$ cat config.mk
export PLATFORM = sky130hd
export DESIGN_NAME = imem_loader
export DESIGN_NICKNAME = d
export VERILOG_FILES = /design/src/rtl/imem_loader_pkg.sv /design/src/rtl/imem_loader_word_assembler.sv /design/src/rtl/imem_loader.sv
export SDC_FILE = /design/constraint.sdc
export NUM_CORES = 1
export LEC_CHECK = 0
export ABC_AREA = 1
export BUFFER_PORTS_ARGS = -buffer_cell sky130_fd_sc_hd__buf_2
export CORE_ASPECT_RATIO = 1.4
export CORE_MARGIN = 4
export CORE_UTILIZATION = 50
export DETAILED_ROUTE_END_ITERATION = 7
export GPL_ROUTABILITY_DRIVEN = 0
export GPL_TIMING_DRIVEN = 0
export PLACE_DENSITY = 0.71
export REMOVE_ABC_BUFFERS = 1
export SYNTH_ARGS = -nofsm -noshare
export SYNTH_HDL_FRONTEND = slang
export SYNTH_HIERARCHICAL = 1
export SYNTH_SLANG_ARGS = --single-unit
$ cat constraint.sdc
create_clock -name clk -period 3.34 [get_ports clk]
set_input_delay 0.334 -clock clk [delete_from_list [all_inputs] [get_ports clk]]
set_output_delay 0.334 -clock clk [all_outputs]
set_load 0.02 [all_outputs]
$ cat src/rtl/imem_loader_pkg.sv
// Shared types for the instruction-memory boot loader: FSM states and frame field widths.
package imem_loader_pkg;

   localparam int CNT_WIDTH  = 16;
   localparam int BYTE_WIDTH = 8;
   localparam int WORD_WIDTH = 32;

   typedef enum logic [2:0] {
      S_IDLE,
      S_CNT_LO,
      S_WORD,
      S_CHECK,
      S_DONE,
      S_ERROR
   } state_t;

endpackage

$ cat src/rtl/imem_loader_word_assembler.sv
// Collects four stream bytes MSB first into a 32-bit word and flags the byte that completes it.
module imem_loader_word_assembler
   import imem_loader_pkg::*;
(
   input  logic                  clk,
   input  logic                  reset,
   input  logic                  clear,
   input  logic                  load,
   input  logic [BYTE_WIDTH-1:0] byte_in,
   output logic [WORD_WIDTH-1:0] word,
   output logic                  complete
);

   logic [1:0]  byte_cnt;
   logic [23:0] shift;

   // The completing byte is merged combinationally so the word is ready on its own transfer edge.
   assign word     = {shift, byte_in};
   assign complete = load && (byte_cnt == 2'd3);

   always_ff @(posedge clk or posedge reset) begin
      if (reset) begin
         byte_cnt <= '0;
         shift    <= '0;
      end else if (clear) begin
         byte_cnt <= '0;
         shift    <= '0;
      end else if (load) begin
         byte_cnt <= byte_cnt + 2'd1;
         shift    <= {shift[15:0], byte_in};
      end
   end

endmodule

$ cat src/rtl/imem_loader.sv
// Boot loader: parses a counted byte frame, writes instruction words, verifies the XOR checksum
// and releases the processor reset only after a clean load.
//
// state    | meaning
// IDLE     | waiting for CNT_HI
// CNT_LO   | waiting for CNT_LO, then range-check the word count
// WORD     | receiving payload bytes, one write per 4 bytes
// CHECK    | waiting for the checksum byte
// DONE     | load good, processor released, wait for start
// ERROR    | load failed, wait for start
module imem_loader
   import imem_loader_pkg::*;
#(
   parameter int ADDR_WIDTH     = 8,
   parameter int TIMEOUT_CYCLES = 65535
) (
   input  logic                  clk,
   input  logic                  reset,
   input  logic                  rx_valid,
   input  logic [7:0]            rx_data,
   output logic                  rx_ready,
   input  logic                  start,
   output logic                  wr_en,
   output logic [ADDR_WIDTH-1:0] wr_addr,
   output logic [31:0]           wr_data,
   output logic                  cpu_reset,
   output logic                  done,
   output logic                  error,
   output logic [ADDR_WIDTH:0]   words_loaded
);

   localparam int WL       = ADDR_WIDTH + 1;
   localparam int TW       = $clog2(TIMEOUT_CYCLES + 1);
   localparam int CAPACITY = 2 ** ADDR_WIDTH;
   localparam logic [TW-1:0] TO_LAST = TW'(TIMEOUT_CYCLES - 1);

   state_t                  state;
   logic [BYTE_WIDTH-1:0]   cnt_hi;
   logic [BYTE_WIDTH-1:0]   chk;
   logic [WL-1:0]           words_total;
   logic [TW-1:0]           to_cnt;
   logic                    accept;
   logic [CNT_WIDTH-1:0]    count;
   logic [WORD_WIDTH-1:0]   asm_word;
   logic                    asm_complete;

   assign rx_ready = !reset && (state inside {S_IDLE, S_CNT_LO, S_WORD, S_CHECK});
   assign accept   = rx_valid && rx_ready;
   assign count    = {cnt_hi, rx_data};

   imem_loader_word_assembler u_asm (
      .clk      (clk),
      .reset    (reset),
      .clear    (state != S_WORD),
      .load     (accept && (state == S_WORD)),
      .byte_in  (rx_data),
      .word     (asm_word),
      .complete (asm_complete)
   );

   always_ff @(posedge clk or posedge reset) begin
      if (reset) begin
         state        <= S_IDLE;
         cnt_hi       <= '0;
         chk          <= '0;
         words_total  <= '0;
         to_cnt       <= '0;
         wr_en        <= 1'b0;
         wr_addr      <= '0;
         wr_data      <= '0;
         words_loaded <= '0;
         cpu_reset    <= 1'b1;
         done         <= 1'b0;
         error        <= 1'b0;
      end else begin
         wr_en <= 1'b0;
         if (accept) begin
            to_cnt <= '0;
         end else if (state inside {S_CNT_LO, S_WORD, S_CHECK}) begin
            if (to_cnt == TO_LAST) begin
               state <= S_ERROR;
               error <= 1'b1;
            end else begin
               to_cnt <= to_cnt + TW'(1);
            end
         end

         case (state)
            S_IDLE: if (accept) begin
               cnt_hi <= rx_data;
               chk    <= rx_data;
               state  <= S_CNT_LO;
            end
            S_CNT_LO: if (accept) begin
               chk         <= chk ^ rx_data;
               words_total <= WL'(count);
               if (int'(count) > CAPACITY) begin
                  state <= S_ERROR;
                  error <= 1'b1;
               end else if (count == '0) begin
                  state <= S_CHECK;
               end else begin
                  state <= S_WORD;
               end
            end
            S_WORD: if (accept) begin
               chk <= chk ^ rx_data;
               if (asm_complete) begin
                  wr_en        <= 1'b1;
                  wr_data      <= asm_word;
                  wr_addr      <= words_loaded[ADDR_WIDTH-1:0];
                  words_loaded <= words_loaded + WL'(1);
                  if (words_loaded + WL'(1) == words_total) state <= S_CHECK;
               end
            end
            S_CHECK: if (accept) begin
               if (rx_data == chk) begin
                  state     <= S_DONE;
                  done      <= 1'b1;
                  cpu_reset <= 1'b0;
               end else begin
                  state <= S_ERROR;
                  error <= 1'b1;
               end
            end
            S_DONE, S_ERROR: if (start) begin
               state        <= S_IDLE;
               done         <= 1'b0;
               error        <= 1'b0;
               cpu_reset    <= 1'b1;
               words_loaded <= '0;
            end
            default: begin
               state <= S_IDLE;
            end
         endcase
      end
   end

endmodule

-- Word level (Yosys, flattened, before mapping)
Index checks and enable logic that the tools add are counted.
- latch bits: 0
- memories: 0
- register bits: 123
- ROM bits: 0
- bits in writable memories: 0
- logic and storage cells: 108
- reductions and logical operators: 23
- equal/unequal tests: 18
- bitwise gates (word level): 1
- $lt $le $gt $ge: 1
- shifts and indexed selects: 0
- div/mod/pow operators: 0
- muxes and demuxes: 48
- $mul: 0
- add/subtract/negate cells: 3
- operators by type and width (operator ; count):
    two-way mux 16 bit ; 3
    two-way mux 24 bit ; 2
    two-way mux 3 bit ; 11
    two-way mux 9 bit ; 3
    two-way mux 1 bit ; 19
    one-hot mux 9 bit (2 select lines) ; 1
    adder 16 x 1 -> 16 bit (second input constant) ; 1
    == test 16 bit (second input constant) ; 1
    > comparator 16 x 9 -> 1 bit (second input constant) ; 1
    logical NOT 16 bit ; 1
    two-way mux 8 bit ; 2
    one-hot mux 8 bit (2 select lines) ; 1
    one-hot mux 3 bit (5 select lines) ; 1
    != test 2 bit (second input constant) ; 6
    nonzero test 2 bit ; 5
    adder 9 x 1 -> 9 bit (second input constant) ; 1
    == test 9 bit ; 1
    == test 8 bit ; 1
    AND reduction 4 bit ; 2
    XOR 8 bit ; 1
    == test 3 x 2 -> 1 bit (second input constant) ; 2
    == test 3 bit (second input constant) ; 2
    AND reduction 2 bit ; 3
    AND reduction 3 bit ; 2
    other kinds (14) ; 21

-- Logic depth before layout (Yosys ltp)
Gate-level depths: netlist of the first run.
- depth after elaboration: 9
- gate-level depth with buffers: 19
- mapped depth without buffers: 15

-- By module
The synthesis of the first run kept the hierarchy.
- modules (own cells, without submodules) (module ; area each (um^2) ; times used ; sequential area each (um^2) ; cells each):
    imem_loader ; 4679.5 ; 1 ; 2428.6 ; 566
    imem_loader_word_assembler ; 1132.3 ; 1 ; 650.6 ; 126

-- Worst setup path after synthesis of the first run
No wires, ideal clock.
- path type: flip-flop to flip-flop
- from: register state[2]
- to: register wr_addr[3]
- arrival time: 2.691 ns
- required time: 3.217 ns
- stages on the path, launching flop included: 18
- path slack: 0.526 ns
- path buffers: 5
- cells stage by stage: dfrtp_1 -> nor2_1 -> nand2_2 -> clkbuf_1 -> buf_2 -> nor2_1 -> buf_6 -> buf_2 -> nand2_1 -> inv_1 -> inv_1 -> o21ai_2 -> nand2_2 -> nor2_8 -> inv_2 -> buf_2 -> nand2_1 -> o21ai_1
- longest elaborated chain between the ends: 7
- elaborated cells on any way between the ends: 10
- ends and longest elaborated chain (what ; line ; source):
    start, declared ; imem_loader.sv:37 ; state_t state;
    start signal, assigned ; imem_loader.sv:63 ; state <= S_IDLE;
    start signal, assigned ; imem_loader.sv:81 ; state <= S_ERROR;
    start signal, assigned ; imem_loader.sv:92 ; state <= S_CNT_LO;
    == test 3 x 1 -> 1 bit, or another cell as far along ; imem_loader.sv:47 ; assign rx_ready = !reset && (state inside {S_IDLE, S_CNT_LO, S_WORD, S_CHECK});
    nonzero test 4 bit * ; imem_loader.sv:47 ;
    logical AND 1 bit * ; imem_loader.sv:47 ;
    named net rx_ready ; imem_loader.sv:21 ; output logic rx_ready,
    logical AND 1 bit * ; imem_loader.sv:48 ; assign accept = rx_valid && rx_ready;
    logical AND 1 bit * ; imem_loader.sv:55 ; .load (accept && (state == S_WORD)),
    logical AND 1 bit * ; imem_loader_word_assembler.sv:19 ; assign complete = load && (byte_cnt == 2'd3);
    named net asm_complete ; imem_loader.sv:45 ; logic asm_complete;
    AND reduction 3 bit (no line) * ; - ;
    end signal, assigned ; imem_loader.sv:111 ; wr_addr <= words_loaded[ADDR_WIDTH-1:0];
    end, declared ; imem_loader.sv:24 ; output logic [ADDR_WIDTH-1:0] wr_addr,
The timed path passes the listed nets; every way through them passes the cells marked *.
A chain may end at the register's enable or synchronous reset.

-- Worst setup path after layout of the first run
- from: register state[2]
- to: register words_loaded[0]
- longest elaborated chain between the ends: 8
- elaborated cells on any way between the ends: 18
- ends and longest elaborated chain (what ; line ; source):
    == test 3 x 1 -> 1 bit, or another cell as far along ; imem_loader.sv:47 ;
    nonzero test 4 bit ; imem_loader.sv:47 ;
    logical AND 1 bit ; imem_loader.sv:47 ;
    logical AND 1 bit ; imem_loader.sv:48 ;
    logical AND 1 bit * ; imem_loader.sv:55 ;
    logical AND 1 bit * ; imem_loader_word_assembler.sv:19 ;
    named net asm_complete ; imem_loader.sv:45 ;
    != test 2 bit (no line) * ; - ;
    AND reduction 4 bit (no line) * ; - ;
    end signal, assigned ; imem_loader.sv:112 ; words_loaded <= words_loaded + WL'(1);
    end, declared ; imem_loader.sv:29 ; output logic [ADDR_WIDTH:0] words_loaded
Marked as above.

==> results of run 1 <==
-- synth_stat cells, types with 3 or more instances --
cell type,number,share of area [%]
nor3_1,5,0.43
a21oi_1,14,1.2
nor2_4,5,0.97
o21ai_0,34,2.9
dfrtp_1,122,53
buf_6,3,0.58
o22ai_1,8,0.86
buf_2,14,1.2
nand2_1,255,16
nand4_1,8,0.86
o21ai_1,10,0.86
ha_1,4,0.86
buf_4,8,1.0
nand3_1,50,4.3
inv_1,52,3.4
inv_2,4,0.26
nor2_1,40,2.6
nand2_2,5,0.54
xor2_1,19,2.9
-- metrics by stage --
stage	area, µm²	cells	setup TNS (ns)	worst slack, ns
floorplan	5635	664	-10.94	-0.3161
global placement	6141	873	-115.39	-1.176
detailed placement	6188	875	-9.768	-0.3019
CTS	6795	908	0	0.0009053
global route	6812	909	0	0.06987
finish	6812	909	0	0.2830
-- per-layer routing --
| metal | track usage [%] | vias up |
|---|---|---|
| met4 | 6.986 | 0 |
| met3 | 4.894 | 25 |
| met5 | 0 | - |
| met1 | 23.46 | 2273 |
| met2 | 35.91 | 127 |
| li1 | - | 2320 |
-- what timing repair did --
action	CTS	global route
setup endpoints to repair	48	48
pin swaps	0	1
resized for setup	2	1
endpoints found under the hold margin	22	0
gates cloned	0	1
hold buffers	1	0
-- power breakdown --
part | leakage (nW) | switching, W | total [W] | internal, W
clock | 0.281 | 0.000646 | 0.00180 | 0.00115
sequential | 1.64 | 0.000254 | 0.00208 | 0.00183
combinational | 1.71 | 0.00106 | 0.00159 | 0.000538
total | 3.62 | 0.00196 | 0.00548 | 0.00352
-- cells by family after synthesis --
family	after synthesis	synth area share [%]
xor+xnor	21	3.402
compound gates	74	6.975
fa+ha+maj	4	0.8612
flops	123	52.98
buf+inv	87	6.889
simple gates	383	28.89
-- path summary, 6_finish.rpt --
check / startpoint / end
max: state[2] / words_loaded[0]
min: reset / u_asm/shift[5]
max reg2reg: state[2] / words_loaded[0]
min reg2reg: wr_data[22] / wr_data[22]
max in group asynchronous: reset / wr_addr[5]
min in group clk: start / cpu_reset
-- flip-flops by register name, indices dropped and copies added, names as in the netlist, 2 cells and up --
name and count:
chk 8, cnt_hi 8, state 3, to_cnt 16, u_asm/byte_cnt 2, u_asm/shift 24, words_loaded 9, words_total 9
wr_addr 8, wr_data 32
-- final cells by class --
cell class / count / area [µm²] / area share (%)
sequential: 123 / 3079 / 45.21
multi-input combinational: 483 / 2356 / 34.59
clock buffer: 21 / 470.5 / 6.907
timing repair buffer: 68 / 377.9 / 5.547
inverter: 59 / 229.0 / 3.362
tap: 144 / 180.2 / 2.645
clock inverter: 11 / 118.9 / 1.745
-- worst reg2reg max path: cells and delay by family, from the launching register on --
family,cells,cell delay (ns)
DFF,1,0.46
AOI/OAI and AO/OA,2,0.28
and+or+nand+nor,7,1.58
buffers and inverters,4,0.65
==> results by group, run 1 <==
Cells and area
  – Fraction of layout cells with a size suffix above 1: 16.47%
  – Nets: 768
  – Commonest non-fill, non-tap cell in the layout: nand2_1
  – Fin util: 60.08%
  – Commonest cells after routing, fill and taps aside: 255 x nand2_1, 122 x dfrtp_1, 65 x buf_2
  – Area Overhead vs Synth: 17.20%
  – Diodes inserted: 0
  – FILL cells: 964

Route
  – Pre-antenna DRT Iters: 6
  – DR WL met3: 590 µm
  – 1st-iter DRT viols: 324
  – Metal1 wirelength: 5301 µm
  – WL/cell: 14.07 µm
  – Uppermost layer routed: met4
  – Met2 WL: 6696 µm
  – Final ANT Viol Nets: 0
  – Post-Route WL: 12790 µm
  – Post-DR vias/cell: 5.220
  – # DRC: 0
  – Vias post-DR: 4745

Critical path
  – Critical path, cell by cell: nor2_1, nand2_4, nor2_4, buf_8, nand2_1, inv_1, inv_1, o21ai_2, nand2_2, nor2_8, inv_4, nor2_1, o21bai_1
  – Cell family with most CP delay: simple AND/OR/NAND/NOR gates
  – Worst setup SP type: flop
  – Crit path kind: reg -> reg
  – CP max FO: 54
  – CP Data Required Time: 3.67 ns
  – Setup crit end kind: flop
  – Flop2flop setup slack: 0.28 ns
  – Critical Path AT: 3.39 ns
  – Max stage delay on crit path: 0.46 ns
  – Bufs and invs on worst path: 4
  – Reg2Reg Depth: 13
  – Critical path depth: 13
  – Slowest cell on the critical path: dfrtp_1

Global routing
  – First-pass GRT wire length: 22000 µm
  – Initial antenna violation count: 0
  – Vias in the first global route: 4830
  – GRT Overall Usage: 20.12%
  – Grt ovf: 0
  – Largest net degree at the start of global routing: 75

Timing
  – Tmin final: 3.057 ns
  – Worst-Margin Slew: 0.9992 ns
  – RSZ-0062 raised after global routing: no
  – Slew margin rel.: 33.31%
  – Max Slew Vio Count: 0
  – Clock Skew: 0.007361 ns
  – Maximum clock frequency: 327.1 MHz
  – Fin crit share: 91.53%
  – Final setup violation count: 0
  – Hold_ws: 0.1752 ns
  – Count of final hold-check violations: 0

Die
  – Die Y: 135.6 µm
  – I/O pins: 66
  – Initial core utilization: 51.26%
  – DIE AREA: 0.01344 mm²
  – Num rows: 46
  – Core box area: 0.01134 mm²
  – Die Wd: 99.12 µm

Placed design
  – DP Wirelength: 8451 µm
  – PortBufs: 65

Clock network
  – Max Root-Sink Buffers: 2
  – Clock sink count: 123
  – CTS Buf Count: 17
  – Setup bufs post-CTS: 0
  – Clk slew on worst S/H paths: 0.06 ns
  – Htree depth: 4
  – Clock root buffer: clkbuf_16
  – CTS tree: yes
  – Later-pin clock latency in the skew report: 0.41 ns

Run status
  – Status: complete, no violations

Power and ir drop
  – Design Power: 0.005477 W
  – PD cells: 804.0 mW/mm²
  – Worst vdd ir: 0.4917 mV
  – Leakage power: 3.623 nW

Synth
  – Syn Area/Cell: 8.399 µm²
  – Cell variety after synth: 41
  – Post-Syn Area: 0.005812 mm²
  – Yosys reg bits: 123
  – Seq/Total Area, Yosys: 52.98%
  – Synth Flop Type: dfrtp_1
  – YS warnings: 6
  – Post-synth ARST share: 100.0%
  – Post-synth EDFFs: 0
  – Mapped Cells: 692

Run
  – Number of max-cap violations: 0

Hold path
  – Worst min-delay path class: in -> async
Note: power is estimated with default switching activity, not from simulation.
==> run 2, diff against run 1 <==
HOLD_SLACK_MARGIN = 0.1   (was unset)
clock period = 2.9 ns   (was 3.34 ns; I/O delays follow)
==> results by group, run 2 (synthesis results as in run 1) <==
Route
  – WL/cell: 13.95 µm
  – # DRC: 0
  – Post-DR vias/cell: 5.167
  – 1st-iter DRT viols: 311
  – Pre-antenna DRT Iters: 5
  – Vias post-DR: 4712
  – Post-Route WL: 12720 µm
  – Final ANT Viol Nets: 0

Global routing
  – Vias in the first global route: 4802
  – Largest net degree at the start of global routing: 75
  – Initial antenna violation count: 0
  – GRT Overall Usage: 20.56%
  – First-pass GRT wire length: 22400 µm
  – Grt ovf: 0

Placed design
  – DP Wirelength: 8451 µm
  – PortBufs: 65
  – Placed Area: 0.006188 mm²

Cells and area
  – Area taken by multi-input logic gates: 0.002356 mm²
  – Design area: 0.006834 mm²
  – Commonest non-fill, non-tap cell in the layout: nand2_1
  – Fraction of layout cells with a size suffix above 1: 16.80%
  – Diodes inserted: 0
  – FF/Latch Area: 0.003079 mm²
  – Nets: 771
  – Top flop regs: wr_data: 32 flops, u_asm/shift: 24 flops, to_cnt: 16 flops
  – Commonest cells after routing, fill and taps aside: 255 x nand2_1, 122 x dfrtp_1, 65 x buf_2
  – Top reg by flops: wr_data
  – Area Overhead vs Synth: 17.59%
  – Max FFs per register: 32
  – FILL cells: 963

Clock network
  – Max Root-Sink Buffers: 2
  – Clock sink count: 123
  – CTS Buf Count: 17
  – CTS tree: yes
  – Clock root buffer: clkbuf_16
  – Clk slew on worst S/H paths: 0.05 ns
  – Later-pin clock latency in the skew report: 0.41 ns
  – Htree depth: 4

Power and ir drop
  – Leakage power: 3.639 nW
  – Pint: 0.004058 W
  – PD cells: 922.7 mW/mm²
  – Sequential Power Share: 38.1%
  – Combinational Power Share: 29.2%
  – Design Power: 0.006306 W
  – Sw Ratio: 35.65%
  – Worst vdd ir: 0.5641 mV
  – Sw Pwr: 0.002248 W
  – Clock share of power: 32.8%

Hold path
  – Hold_sp: start
  – Worst min-delay path class: in -> reg
  – Hold path depth: 3
  – Hold Path Sink: cpu_reset

Critical path
  – Reg2Reg Depth: 13
  – Slowest cell on the critical path: dlygate4sd3_1
  – Crit path kind: in -> reg
  – Flop2flop setup slack: 0.26 ns
  – RR Endpoint: words_loaded[0]
  – CP max FO: 54
  – Critical path, cell by cell: dlygate4sd3_1, buf_2, nor2_1, nand2_4, nor2_4, buf_8, nand2_1, inv_1, inv_1, o21ai_2, nand2_2, nor2_8, inv_4, nor2_1, o21bai_1
  – Reg2reg start: state[2]
  – CP Data Required Time: 3.23 ns
  – Setup crit end kind: flop
  – Max stage delay on crit path: 0.54 ns
  – Worst setup SP type: input pin
  – Critical Path AT: 3.03 ns

Timing
  – Worst-Margin Slew: 0.9985 ns
  – Final setup TNS: 0 ns
  – Max Slew Vio Count: 0
  – Fin crit share: 93.18%
  – Clock Skew: 0.006942 ns
  – Count of final hold-check violations: 0
  – RSZ-0062 raised after global routing: no
  – Maximum clock frequency: 370.1 MHz
  – Tmin final: 2.702 ns
  – Final setup violation count: 0
  – Slew margin rel.: 33.36%

Die
  – Core box area: 0.01134 mm²
  – I/O pins: 66
  – Initial core utilization: 51.26%
  – Die Wd: 99.12 µm
  – Die Y: 135.6 µm
  – DIE AREA: 0.01344 mm²
  – Num rows: 46

Run
  – Number of max-cap violations: 0

Run status
  – Status: complete, no violations
-- run 2: worst max-delay path by stage --
| stage | from | endpoint | slack, ns | cells past startpoint |
|---|---|---|---|---|
| detailed placement | state[2] | words_loaded[0] | -0.74 | 13 |
| global route | reset | words_loaded[0] | 0.03 | 15 |
| floorplan | state[2] | words_loaded[0] | -0.76 | 12 |
| CTS | reset | words_loaded[0] | 0.05 | 15 |
| finish | reset | words_loaded[0] | 0.20 | 15 |
| global placement | state[2] | words_loaded[0] | -1.62 | 12 |
-- run 2: cell type report --
| class | instances | area share, % |
|---|---|---|
| Clock inverter | 11 | 1.739 |
| Tap cell | 144 | 2.636 |
| Multi-Input combinational cell | 483 | 34.47 |
| Sequential cell | 123 | 45.06 |
| Timing Repair Buffer | 71 | 5.859 |
| Inverter | 59 | 3.350 |
| Clock buffer | 21 | 6.884 |
-- run 2: what timing repair did --
action | in CTS | in global routing
pin swaps | 1 | 1
hold endpoints to repair | 22 | 0
gates cloned | 1 | 0
hold buffers | 1 | 0
setup buffers | 1 | 2
gates resized for setup | 3 | 0
endpoints found under the setup margin | 51 | 51
-- run 2: critical path: cells and delay by family --
| kind | cells | cell delay, ns |
|---|---|---|
| buffers and inverters | 6 | 1.21 |
| AOI/OAI and AO/OA | 2 | 0.28 |
| and+or+nand+nor | 7 | 1.23 |
-- run 2: power groups by stage --
stage	combinational [W]	clock, W	sequential, W
2_1_floorplan	0.00110	0	0.00260
6_report	0.00184	0.00207	0.00240
3_3_place_gp	0.00174	0	0.00240
3_5_place_dp	0.00181	0	0.00242
4_1_cts	0.00185	0.00210	0.00240
5_1_grt	0.00206	0.00218	0.00246
-- run 2: metal layers --
| metal | global-route usage (%) | routed length, µm |
|---|---|---|
| met5 | 0 | 0 |
| met4 | 6.302 | 170 |
| met3 | 4.894 | 543 |
| met2 | 36.96 | 6737 |
| met1 | 24.17 | 5271 |
-- run 2: through the flow --
stage | util (%) | cells | worst slack (ns) | hold slack (ns)
finish | 60.27 | 912 | 0.1978 | 0.1651
global route | 60.27 | 912 | 0.03278 | 0.1738
CTS | 60.14 | 910 | 0.05051 | 0.1569
detailed placement | 54.58 | 875 | -0.7419 | 0.3112
global placement | 54.16 | 873 | -1.616 | 0.4484
floorplan | - | 664 | -0.7561 | 0.3300
==> run 3, diff against run 2 <==
CTS_BUF_LIST = sky130_fd_sc_hd__clkbuf_8 sky130_fd_sc_hd__clkbuf_16   (was unset)
clock period = 2.76 ns   (was 2.9 ns; I/O delays follow)
==> results by group, run 3 (synthesis results as in run 1) <==
Global routing
  – Largest net degree at the start of global routing: 75
  – Initial antenna violation count: 0
  – First-pass GRT wire length: 22310 µm
  – Vias in the first global route: 4819
  – GRT Overall Usage: 20.50%
  – Grt ovf: 0

Cells and area
  – Fraction of layout cells with a size suffix above 1: 16.93%
  – Commonest non-fill, non-tap cell in the layout: nand2_1
  – Nets: 771
  – Design area: 0.006835 mm²
  – Max FFs per register: 32
  – Top reg by flops: wr_data
  – Fin util: 60.28%
  – Commonest cells after routing, fill and taps aside: 255 x nand2_1, 122 x dfrtp_1, 65 x buf_2
  – Area Overhead vs Synth: 17.61%
  – Top flop regs: wr_data: 32 flops, u_asm/shift: 24 flops, to_cnt: 16 flops
  – Diodes inserted: 0
  – Final Non-Filler Cells: 912
  – FILL cells: 961

Critical path
  – Critical Path AT: 2.94 ns
  – Cell family with most CP delay: buffers and inverters
  – Setup crit end kind: flop
  – Slowest cell on the critical path: dlygate4sd3_1
  – CP max FO: 54
  – Bufs and invs on worst path: 6
  – Reg2reg start: state[2]
  – Max stage delay on crit path: 0.54 ns
  – CP startpoint: reset
  – Critical path, cell by cell: dlygate4sd3_1, buf_2, nor2_2, nand2_4, nor2_4, buf_8, nand2_1, inv_1, inv_1, o21ai_2, nand2_2, nor2_8, inv_4, nor2_1, o21bai_1
  – Crit path top cell by count: inv_1
  – Flop2flop setup slack: 0.18 ns
  – Worst setup endpoint: words_loaded[0]
  – Critical path depth: 15
  – Crit path kind: in -> reg
  – RR Endpoint: words_loaded[0]
  – CP Data Required Time: 3.09 ns
  – Reg2Reg Depth: 13
  – Worst setup SP type: input pin

Route
  – Post-Route WL: 12790 µm
  – WL/cell: 14.02 µm
  – 1st-iter DRT viols: 303
  – Post-DR vias/cell: 5.246
  – Vias post-DR: 4784
  – # DRC: 0
  – Pre-antenna DRT Iters: 7
  – Final ANT Viol Nets: 0

Power and ir drop
  – Leakage power: 3.640 nW
  – PD cells: 970.0 mW/mm²
  – Design Power: 0.006630 W
  – Worst vdd ir: 0.5942 mV

Timing
  – Count of final hold-check violations: 0
  – Worst-Margin Slew: 0.9930 ns
  – Final setup TNS: 0 ns
  – Maximum clock frequency: 383.4 MHz
  – RSZ-0062 raised after global routing: no
  – Clock Skew: 0.007503 ns
  – Max Slew Vio Count: 0
  – Slew margin rel.: 33.73%
  – Fin crit share: 94.50%
  – Tmin final: 2.608 ns
  – Final setup violation count: 0

Placed design
  – PortBufs: 65
  – Placed Area: 0.006188 mm²
  – Dpl cells: 875
  – DP Wirelength: 8451 µm

Die
  – I/O pins: 66
  – Die Wd: 99.12 µm
  – Core box area: 0.01134 mm²
  – Initial core utilization: 51.26%
  – Num rows: 46
  – Die Y: 135.6 µm
  – DIE AREA: 0.01344 mm²

Clock network
  – Clk slew on worst S/H paths: 0.05 ns
  – Clock root buffer: clkbuf_16
  – Htree depth: 4
  – Clock sink count: 123
  – Later-pin clock latency in the skew report: 0.41 ns
  – CTS tree: yes
  – CTS Buf Count: 17
  – Max Root-Sink Buffers: 2

Hold path
  – Hold path depth: 3
  – Worst min-delay path class: in -> reg

Run
  – Number of max-cap violations: 0

Run status
  – Status: complete, no violations
run 3: timing repair:
item | in CTS | in global routing
hold buffers | 1 | 0
buffers inserted | 2 | 0
pin swaps | 2 | 1
hold endpoints to repair | 22 | 0
resized for setup | 3 | 1
setup endpoints to repair | 52 | 28
gates cloned | 1 | 1
run 3: final cells by class:
class | count | area [µm²] | area share, %
inverters | 59 | 229.0 | 3.350
clock inverters | 12 | 122.6 | 1.794
well taps | 144 | 180.2 | 2.636
clock buffers | 20 | 466.7 | 6.828
flip-flops and latches | 123 | 3079 | 45.05
repair buffers | 70 | 392.9 | 5.748
multi-input cells | 484 | 2365 | 34.60
run 3: worst reg2reg max path: cells and delay by family (launching register included):
family	cells	cell delay, ns
AO/OA/AOI/OAI	2	0.28
buffers and inverters	4	0.50
flip-flops	1	0.47
AND/OR/NAND/NOR	7	1.24
run 3: worst min path at each step:
| stage | endpoint | start | slack (ns) |
|---|---|---|---|
| floorplan | u_asm/byte_cnt[0] | reset | 0.32 |
| global placement | wr_data[3] | wr_data[3] | 0.45 |
| detailed placement | wr_data[4] | reset | 0.30 |
| CTS | cpu_reset | start | 0.14 |
| global route | cpu_reset | start | 0.16 |
| finish | cpu_reset | start | 0.15 |
run 3: power by group:
group,leakage (nW),switching [W],internal (W)
Combinational,1.72,0.00128,0.000657
Sequential,1.64,0.000308,0.00221
Clock,0.285,0.000785,0.00139
run 3: per-layer routing:
metal | vias to the layer above | global-route usage, % | wire [µm] | share of wire [%]
met2 | 127 | 36.55 | 6616 | 52
met4 | 0 | 7.213 | 263 | 2.1
li1 | 2330 | - | - | -
met3 | 28 | 4.946 | 637 | 5.0
met1 | 2299 | 23.93 | 5270 | 41
met5 | - | 0 | 0 | 0
run 3: through the flow:
step | hold slack, ns | setup slack (ns)
finish | 0.1504 | 0.1518
floorplan | 0.3160 | -0.8961
global placement | 0.4484 | -1.756
detailed placement | 0.2972 | -0.8819
global route | 0.1598 | 0.02314
CTS | 0.1429 | 0.08582
